===== config.mk =====
export PLATFORM = sky130hd
export DESIGN_NAME = pc_source_ctrl
export DESIGN_NICKNAME = d
export VERILOG_FILES = /design/src/rtl/pc_source_ctrl.sv
export SDC_FILE = /design/constraint.sdc
export NUM_CORES = 1
export LEC_CHECK = 0
export CAP_MARGIN = 20
export CORE_AREA = 2 2 39 41
export DETAILED_ROUTE_END_ITERATION = 7
export DIE_AREA = 0 0 41 43
export SYNTH_ARGS = -nofsm -noshare
export SYNTH_HDL_FRONTEND = slang
export SYNTH_SLANG_ARGS = --single-unit
export TNS_END_PERCENT = 100

===== constraint.sdc =====
create_clock -name clk -period 1.3 [get_ports clk]
set_clock_uncertainty 0.05 [all_clocks]
set_input_delay 0.26 -clock clk [delete_from_list [all_inputs] [get_ports clk]]
set_output_delay 0.26 -clock clk [all_outputs]
set_load 0.005 [all_outputs]

===== src/rtl/pc_source_ctrl.sv =====
// -----------------------------------------------------------------------------
// pc_source_ctrl
//
// Sequences the program-counter update step of a multi-cycle CPU. A one-cycle
// req pulse arrives when an instruction reaches its PC-update step. The block
// then does one of two things:
//   * a single UPDATE cycle that selects the PC source mux input for the
//     requested kind and loads the PC, or
//   * an exception sequence: save EPC, issue the vector read, wait MEM_LAT
//     cycles for the MDR path, then load the PC from memory.
// All outputs are registered. They are computed on the edge that enters the
// state in which they are valid.
//
// Configuration macro: PC_SOURCE_CTRL_EXC_EN
//   defined   : the exception sequence is built (EXC_* states, EPC/vector
//               strobes, vector address).
//   undefined : exception flags are ignored. Illegal kinds complete as an
//               UPDATE with no PC load. epc_write, mem_read and vec_addr are
//               tied to 0.
//
// Parameters
//   MEM_LAT     memory read latency in cycles (1..15), vector read to MDR valid
//
// Ports
//   clk         rising-edge clock
//   reset_n     asynchronous active-low reset
//   req         one-cycle pulse, accepted only while idle
//   req_kind    0 SEQ, 1 BRANCH, 2 JUMP, 3 JR, 4 RTE, 5..7 illegal
//   exc_opcode  exception flag, sampled with req (highest priority)
//   exc_ovf     exception flag, sampled with req
//   exc_div0    exception flag, sampled with req (lowest priority)
//   pc_src_sel  PC mux select: 0 MDR, 1 ALU result, 2 ALUout, 3 jump, 4 EPC
//   pc_write    PC register load enable
//   epc_write   EPC register load enable
//   mem_read    memory read strobe for the vector fetch
//   vec_addr    exception vector byte address
//   busy        high whenever the controller is not idle
//   done        one-cycle pulse on the last cycle of each accepted request
// -----------------------------------------------------------------------------
module pc_source_ctrl #(
  parameter int unsigned MEM_LAT = 2
) (
  input  logic       clk,
  input  logic       reset_n,
  input  logic       req,
  input  logic [2:0] req_kind,
  input  logic       exc_opcode,
  input  logic       exc_ovf,
  input  logic       exc_div0,
  output logic [2:0] pc_src_sel,
  output logic       pc_write,
  output logic       epc_write,
  output logic       mem_read,
  output logic [7:0] vec_addr,
  output logic       busy,
  output logic       done
);

  // PC update kinds
  localparam logic [2:0] KIND_SEQ    = 3'd0;
  localparam logic [2:0] KIND_BRANCH = 3'd1;
  localparam logic [2:0] KIND_JUMP   = 3'd2;
  localparam logic [2:0] KIND_JR     = 3'd3;
  localparam logic [2:0] KIND_RTE    = 3'd4;

  // PC source mux encodings
  localparam logic [2:0] SEL_MDR    = 3'd0;
  localparam logic [2:0] SEL_ALU    = 3'd1;
  localparam logic [2:0] SEL_ALUOUT = 3'd2;
  localparam logic [2:0] SEL_JUMP   = 3'd3;
  localparam logic [2:0] SEL_EPC    = 3'd4;

  // Select for a legal kind. Illegal kinds never reach a PC load.
  // The select falls back to the reset value for them.
  function automatic logic [2:0] kind_sel(input logic [2:0] kind);
    unique case (kind)
      KIND_SEQ:    kind_sel = SEL_ALU;
      KIND_BRANCH: kind_sel = SEL_ALUOUT;  // not-taken branches arrive as SEQ
      KIND_JUMP:   kind_sel = SEL_JUMP;
      KIND_JR:     kind_sel = SEL_ALU;
      KIND_RTE:    kind_sel = SEL_EPC;
      default:     kind_sel = SEL_ALU;
    endcase
  endfunction

  logic kind_legal;
  assign kind_legal = (req_kind <= KIND_RTE);

`ifdef PC_SOURCE_CTRL_EXC_EN

  typedef enum logic [2:0] {
    IDLE,
    UPDATE,
    EXC_SAVE,
    EXC_READ,
    EXC_WAIT,
    EXC_LOAD
  } state_t;

  // Vector addresses, in priority order
  localparam logic [7:0] VEC_OPCODE = 8'd253;
  localparam logic [7:0] VEC_OVF    = 8'd254;
  localparam logic [7:0] VEC_DIV0   = 8'd255;

  // The counter reload is MEM_LAT-1. The final WAIT cycle, when the
  // counter reaches 0, is the edge that enters EXC_LOAD.
  localparam logic [3:0] WAIT_RELOAD = 4'(MEM_LAT - 1);

  state_t     state;
  logic [3:0] wait_cnt;
  logic       exc_take;
  logic [7:0] vec_next;

  // An illegal kind is handled the same way as an opcode exception.
  always_comb begin
    exc_take = exc_opcode | exc_ovf | exc_div0 | ~kind_legal;
    if (exc_opcode || !kind_legal) vec_next = VEC_OPCODE;
    else if (exc_ovf)              vec_next = VEC_OVF;
    else                           vec_next = VEC_DIV0;
  end

  // NOTE: every state and output register below uses non-blocking
  // assignments. Each register then samples the value from before the
  // edge, whatever order the branches of this block are written in.
  always_ff @(posedge clk or negedge reset_n) begin
    if (!reset_n) begin
      // NOTE: each register is reset here, including the wait counter. A
      // reset that lands mid-sequence leaves no stale strobe or count.
      state      <= IDLE;
      wait_cnt   <= 4'd0;
      pc_src_sel <= SEL_ALU;
      pc_write   <= 1'b0;
      epc_write  <= 1'b0;
      mem_read   <= 1'b0;
      vec_addr   <= 8'd0;
      busy       <= 1'b0;
      done       <= 1'b0;
    end else begin
      // Strobes default low. A state raises a strobe only for its own cycle.
      pc_write  <= 1'b0;
      epc_write <= 1'b0;
      mem_read  <= 1'b0;
      done      <= 1'b0;

      unique case (state)
        IDLE: begin
          if (req) begin
            busy <= 1'b1;
            if (exc_take) begin
              // An RTE that carries a flag also comes here, so EPC is
              // overwritten.
              state     <= EXC_SAVE;
              epc_write <= 1'b1;
              vec_addr  <= vec_next;
            end else begin
              state      <= UPDATE;
              pc_write   <= 1'b1;
              pc_src_sel <= kind_sel(req_kind);
              done       <= 1'b1;
            end
          end
        end

        UPDATE: begin
          state <= IDLE;
          busy  <= 1'b0;
        end

        EXC_SAVE: begin
          state    <= EXC_READ;
          mem_read <= 1'b1;
        end

        EXC_READ: begin
          state    <= EXC_WAIT;
          wait_cnt <= WAIT_RELOAD;
        end

        EXC_WAIT: begin
          if (wait_cnt == 4'd0) begin
            state      <= EXC_LOAD;
            pc_write   <= 1'b1;
            pc_src_sel <= SEL_MDR;
            done       <= 1'b1;
          end else begin
            wait_cnt <= wait_cnt - 4'd1;
          end
        end

        EXC_LOAD: begin
          state <= IDLE;
          busy  <= 1'b0;
        end

        default: begin
          state <= IDLE;
          busy  <= 1'b0;
        end
      endcase
    end
  end

`else

  typedef enum logic [0:0] {
    IDLE,
    UPDATE
  } state_t;

  state_t state;

  // The exception flags have no effect in this build.
  logic unused_exc_flags;
  assign unused_exc_flags = exc_opcode ^ exc_ovf ^ exc_div0;

  assign epc_write = 1'b0;
  assign mem_read  = 1'b0;
  assign vec_addr  = 8'd0;

  // NOTE: every state and output register below uses non-blocking
  // assignments. Each register then samples the value from before the
  // edge, whatever order the branches of this block are written in.
  always_ff @(posedge clk or negedge reset_n) begin
    if (!reset_n) begin
      // NOTE: each register is reset here. A reset that lands mid-update
      // leaves no stale strobe.
      state      <= IDLE;
      pc_src_sel <= SEL_ALU;
      pc_write   <= 1'b0;
      busy       <= 1'b0;
      done       <= 1'b0;
    end else begin
      pc_write <= 1'b0;
      done     <= 1'b0;

      unique case (state)
        IDLE: begin
          if (req) begin
            state <= UPDATE;
            busy  <= 1'b1;
            done  <= 1'b1;
            // An illegal kind still completes, but it must not load the PC.
            // The select then keeps its previous value.
            if (kind_legal) begin
              pc_write   <= 1'b1;
              pc_src_sel <= kind_sel(req_kind);
            end
          end
        end

        UPDATE: begin
          state <= IDLE;
          busy  <= 1'b0;
        end

        default: begin
          state <= IDLE;
          busy  <= 1'b0;
        end
      endcase
    end
  end

`endif

endmodule


# After elaboration in Yosys (flattened, before gate mapping)
# Cells that the tools add are included.
# W data, S select, Z words.
# totals
reg_bits,7
inputBits,9
output_inout_bits,16
elab_cells,21
# classes
order_cmp,1
eq_ne,4
n_mux,9
bitwise_logic,1
n_reduce_logical,1
# ops
op,count
$pmux W3 S3,1
$mux W1,6
$pmux W1 S2,2
$eq A3 B1 Y1 const B,1
$eq A3 B2 Y1 const B,1
$eq A3 B3 Y1 const B,1
$le A3 B3 Y1 const B,1
$reduce_and A3 Y1,1
$ne A2 B2 Y1 const B,1
$not A1 Y1,1

# Depth between registers and ports, before layout
# depth
word_depth,4
ltp_mapped,4
mapped_depth_nobuf,4

# Least setup slack after synthesis
# OpenSTA, ideal clock, no wires.
# synth_path
path_kind,reg2reg
start,register done (netlist name)
end,register pc_src_sel[0]
arrival_ns,0.879
required_ns,1.166
setup_slack_ns,0.288
path_stages_with_launch,3
path_buffers,0
path_cell_list,dfrtp_1 > nand2b_1 > o32a_1
# synth_rtl
element,line,source
to (signal assigned),246,pc_src_sel <= kind_sel(req_kind);
to (decl),50,"output logic [2:0] pc_src_sel,"

# Worst setup path after layout
# layout_path
start,register done
end,output port done
# layout_rtl
element,line,source
from (decl),56,output logic done
from (signal assigned),231,done <= 1'b0;
from (signal assigned),234,done <= 1'b0;
from (signal assigned),241,done <= 1'b1;
# No word-level cell between the ends.

==> run_results.csv <==
group,metric,value,unit
outcome,outcome,"complete, no violations",
grt,grt_max_degree,7,
pwr,p_per_area,1180,nW/um^2
drt,wire_per_inst,7.84,um
clocking,hold_buffers,0,
drt,first_pass_iters,4,
critical_path,arrival,880,ps
drt,vias,227,
layout,final_common_cell,"conb_1",
drt,detail-route-antenna-nets,0,
clocking,cts_buffers,3,
critical_path,crit_chain,"dlygate4sd2_1",
pwr,internal_power,0.388,mW
drt,drt-vias-per-instance,3.55,
sta,setup_viol,0,
sta,finalCritPeriodShare,91.7,%
floorplan,start_util,22.5,%
pwr,peakVddDrop,0.528,mV
clocking,insertion_delay,240,ps
layout,drive_above_1_share,16.7,%
sta,min_period,1190,ps
drt,drc,0,
critical_path,worstRegToRegCells,3,
placement,dp.cells,60,
critical_path,critPathMaxFanout,3,
sta,slew_violations,0,
critical_path,worst_path_max_delay_cell,"dfrtp_1",
pwr,clock_power_share,35.9,%
yosys,synth.avg_cell_area,9.74,um^2
yosys,synth_cells,32,
sta,max_freq,839,MHz
floorplan,die_y,43,um
critical_path,crit_buf_inv,1,
critical_path,critPathKind,"register to output pin",
clocking,cts_buffer_depth,2,
floorplan,num_io_pins,25,
sta,hold_viol_final,0,
layout,syn2layout_area_growth,38.2,%
layout,fin_util,31.1,%
drt,drt_first_iter_violations,3,
critical_path,crit_start,"done$_DFF_PN0_",
grt,antenna_found_initial,0,
grt,track_usage,6.88,%
pwr,combPwrFrac,19.6,%
clocking,root_buffer,"clkbuf_4",
critical_path,worstSetupStartpointType,"register",
clocking,numClockSinks,6,
layout,instances_no_fill,64,
yosys,synth-seq-cells,6,
layout,layout_common_cells,"conb_1 (10), nor2_1 (5), dfrtp_1 (5), clkdlybuf4s50_1 (5), dlygate4sd2_1 (5)",
yosys,synth_warnings,0,
floorplan,die_x,41,um
pwr,leakage,0.218,nW
placement,hpwl,412,um
clocking,clk_pin_slew,50,ps
floorplan,std_cell_rows,14,
critical_path,max_stage_delay,380,ps
placement,portBuffers,11,
critical_path,r2r_end,"pc_src_sel[1]$_DFFE_PN0P_",
grt,grt_pass1_wl,717,um
clocking,cts_tree,"built",
yosys,syn_area,312,um^2
layout,layout.nets,58,
yosys,ys_seq_area_share,48.6,%
drt,wl,502,um
critical_path,endpoint_kind,"output pin",
layout,fillCellCount,144,
critical_path,reg2reg_slack,210,ps
placement,routabilityCongestion,0.631,
yosys,synth_cell_types,14,
job,maxCapViolCount,0,
critical_path,worstReg2RegStart,"done$_DFF_PN0_",
critical_path,path_depth,1,
grt,first_global_vias,167,
critical_path,crit_path_end,"done",
sta,tns,0,ps
layout,multi_input_area,115,um^2
layout,diodes,0,
pwr,switching_share,23.5,%
layout,register_area,151,um^2
critical_path,cp.required,990,ps
sta,rsz0062_at_grt,"no",
floorplan,dieArea,1760,um^2
critical_path,cpLargestDelayFamily,"flip-flops",
clocking,htree_levels,1,
pwr,switching_power,0.119,mW
worst_hold_path,hold_class,"input port to async pin",
floorplan,core_area,1380,um^2
pwr,pwr-share-seq,44.4,%
grt,grt_overflow,0,
clocking,post_cts_buffers,0,
repair_timing:
action,4_1_cts,5_1_grt
gates resized for setup,7,1
pin swaps,0,0
setup endpoints to repair,6,1
power groups by stage:
| stage | sequential [mW] | combinational, mW | clock (mW) |
|---|---|---|---|
| 6_report | 0.225 | 0.0995 | 0.182 |
| 3_3_place_gp | 0.230 | 0.118 | 0 |
| 2_1_floorplan | 0.232 | 0.0578 | 0 |
| 5_1_grt | 0.227 | 0.112 | 0.215 |
| 3_5_place_dp | 0.229 | 0.120 | 0 |
| 4_1_cts | 0.226 | 0.105 | 0.191 |
metal layers:
layer	part of all wire (%)	GRT usage [%]	wire length [um]
met1	41	6.58	206
met2	48	9.38	239
met3	11	9.42	56
met4	0	0	0
met5	0	0	0
final cells by class:
type,count,area share (%)
clock buffers,4,6.10
flip-flops and latches,6,35.2
multi-input cells,24,26.7
repair buffers,13,26.5
inverters,1,0.872
well taps,16,4.65
synth_stat cells, drive strengths merged:
cell type  instances  area (um^2)
o32a               1         10.0
xnor2              1         8.76
inv                1         3.75
nand2b             1         6.26
a21oi              2         10.0
o21ai              1         5.00
dfrtp              5          125
a2bb2oi            1         8.76
or2                1         6.26
nand2              1         3.75
conb               1         3.75
buf               10         75.1
nor2               5         18.8
dfstp              1         26.3
cells by family after synthesis:
| kind of cell | count (synthesis) | synth area share (%) |
|---|---|---|
| other | 1 | 1.20 |
| AND/OR/NAND/NOR | 8 | 11.2 |
| flip-flops | 6 | 48.6 |
| buffers and inverters | 11 | 25.3 |
| XOR/XNOR | 1 | 2.81 |
| AO/OA/AOI/OAI | 5 | 10.8 |
sequential cells by signal, indices dropped and copies added, names as in the netlist:
signal      cells
busy            1
pc_src_sel      3
pc_write        1
done            1
stage by stage:
stage | worst slack [ps] | cell area (um^2) | total power [mW] | hold slack (ps)
6_report | 108 | 430 | 0.507 | 203
4_1_cts | 26.1 | 435 | 0.522 | 203
3_3_place_gp | -96.5 | 415 | 0.348 | 388
3_5_place_dp | -98.7 | 415 | 0.349 | 392
2_1_floorplan | 288 | 345 | 0.290 | -85.6
5_1_grt | 59.5 | 430 | 0.553 | 207
worst min path at each step:
stage	startpoint	end	slack, ps	cells after the start
3_3_place_gp	done$_DFF_PN0_	busy$_DFFE_PN0P_	390	1
5_1_grt	reset_n	pc_write$_DFF_PN0_	210	1
3_5_place_dp	done$_DFF_PN0_	busy$_DFFE_PN0P_	390	1
2_1_floorplan	reset_n	busy$_DFFE_PN0P_	-90	0
6_report	reset_n	pc_write$_DFF_PN0_	200	1
4_1_cts	reset_n	pc_write$_DFF_PN0_	200	1
Power figures use the tool's default switching activity.
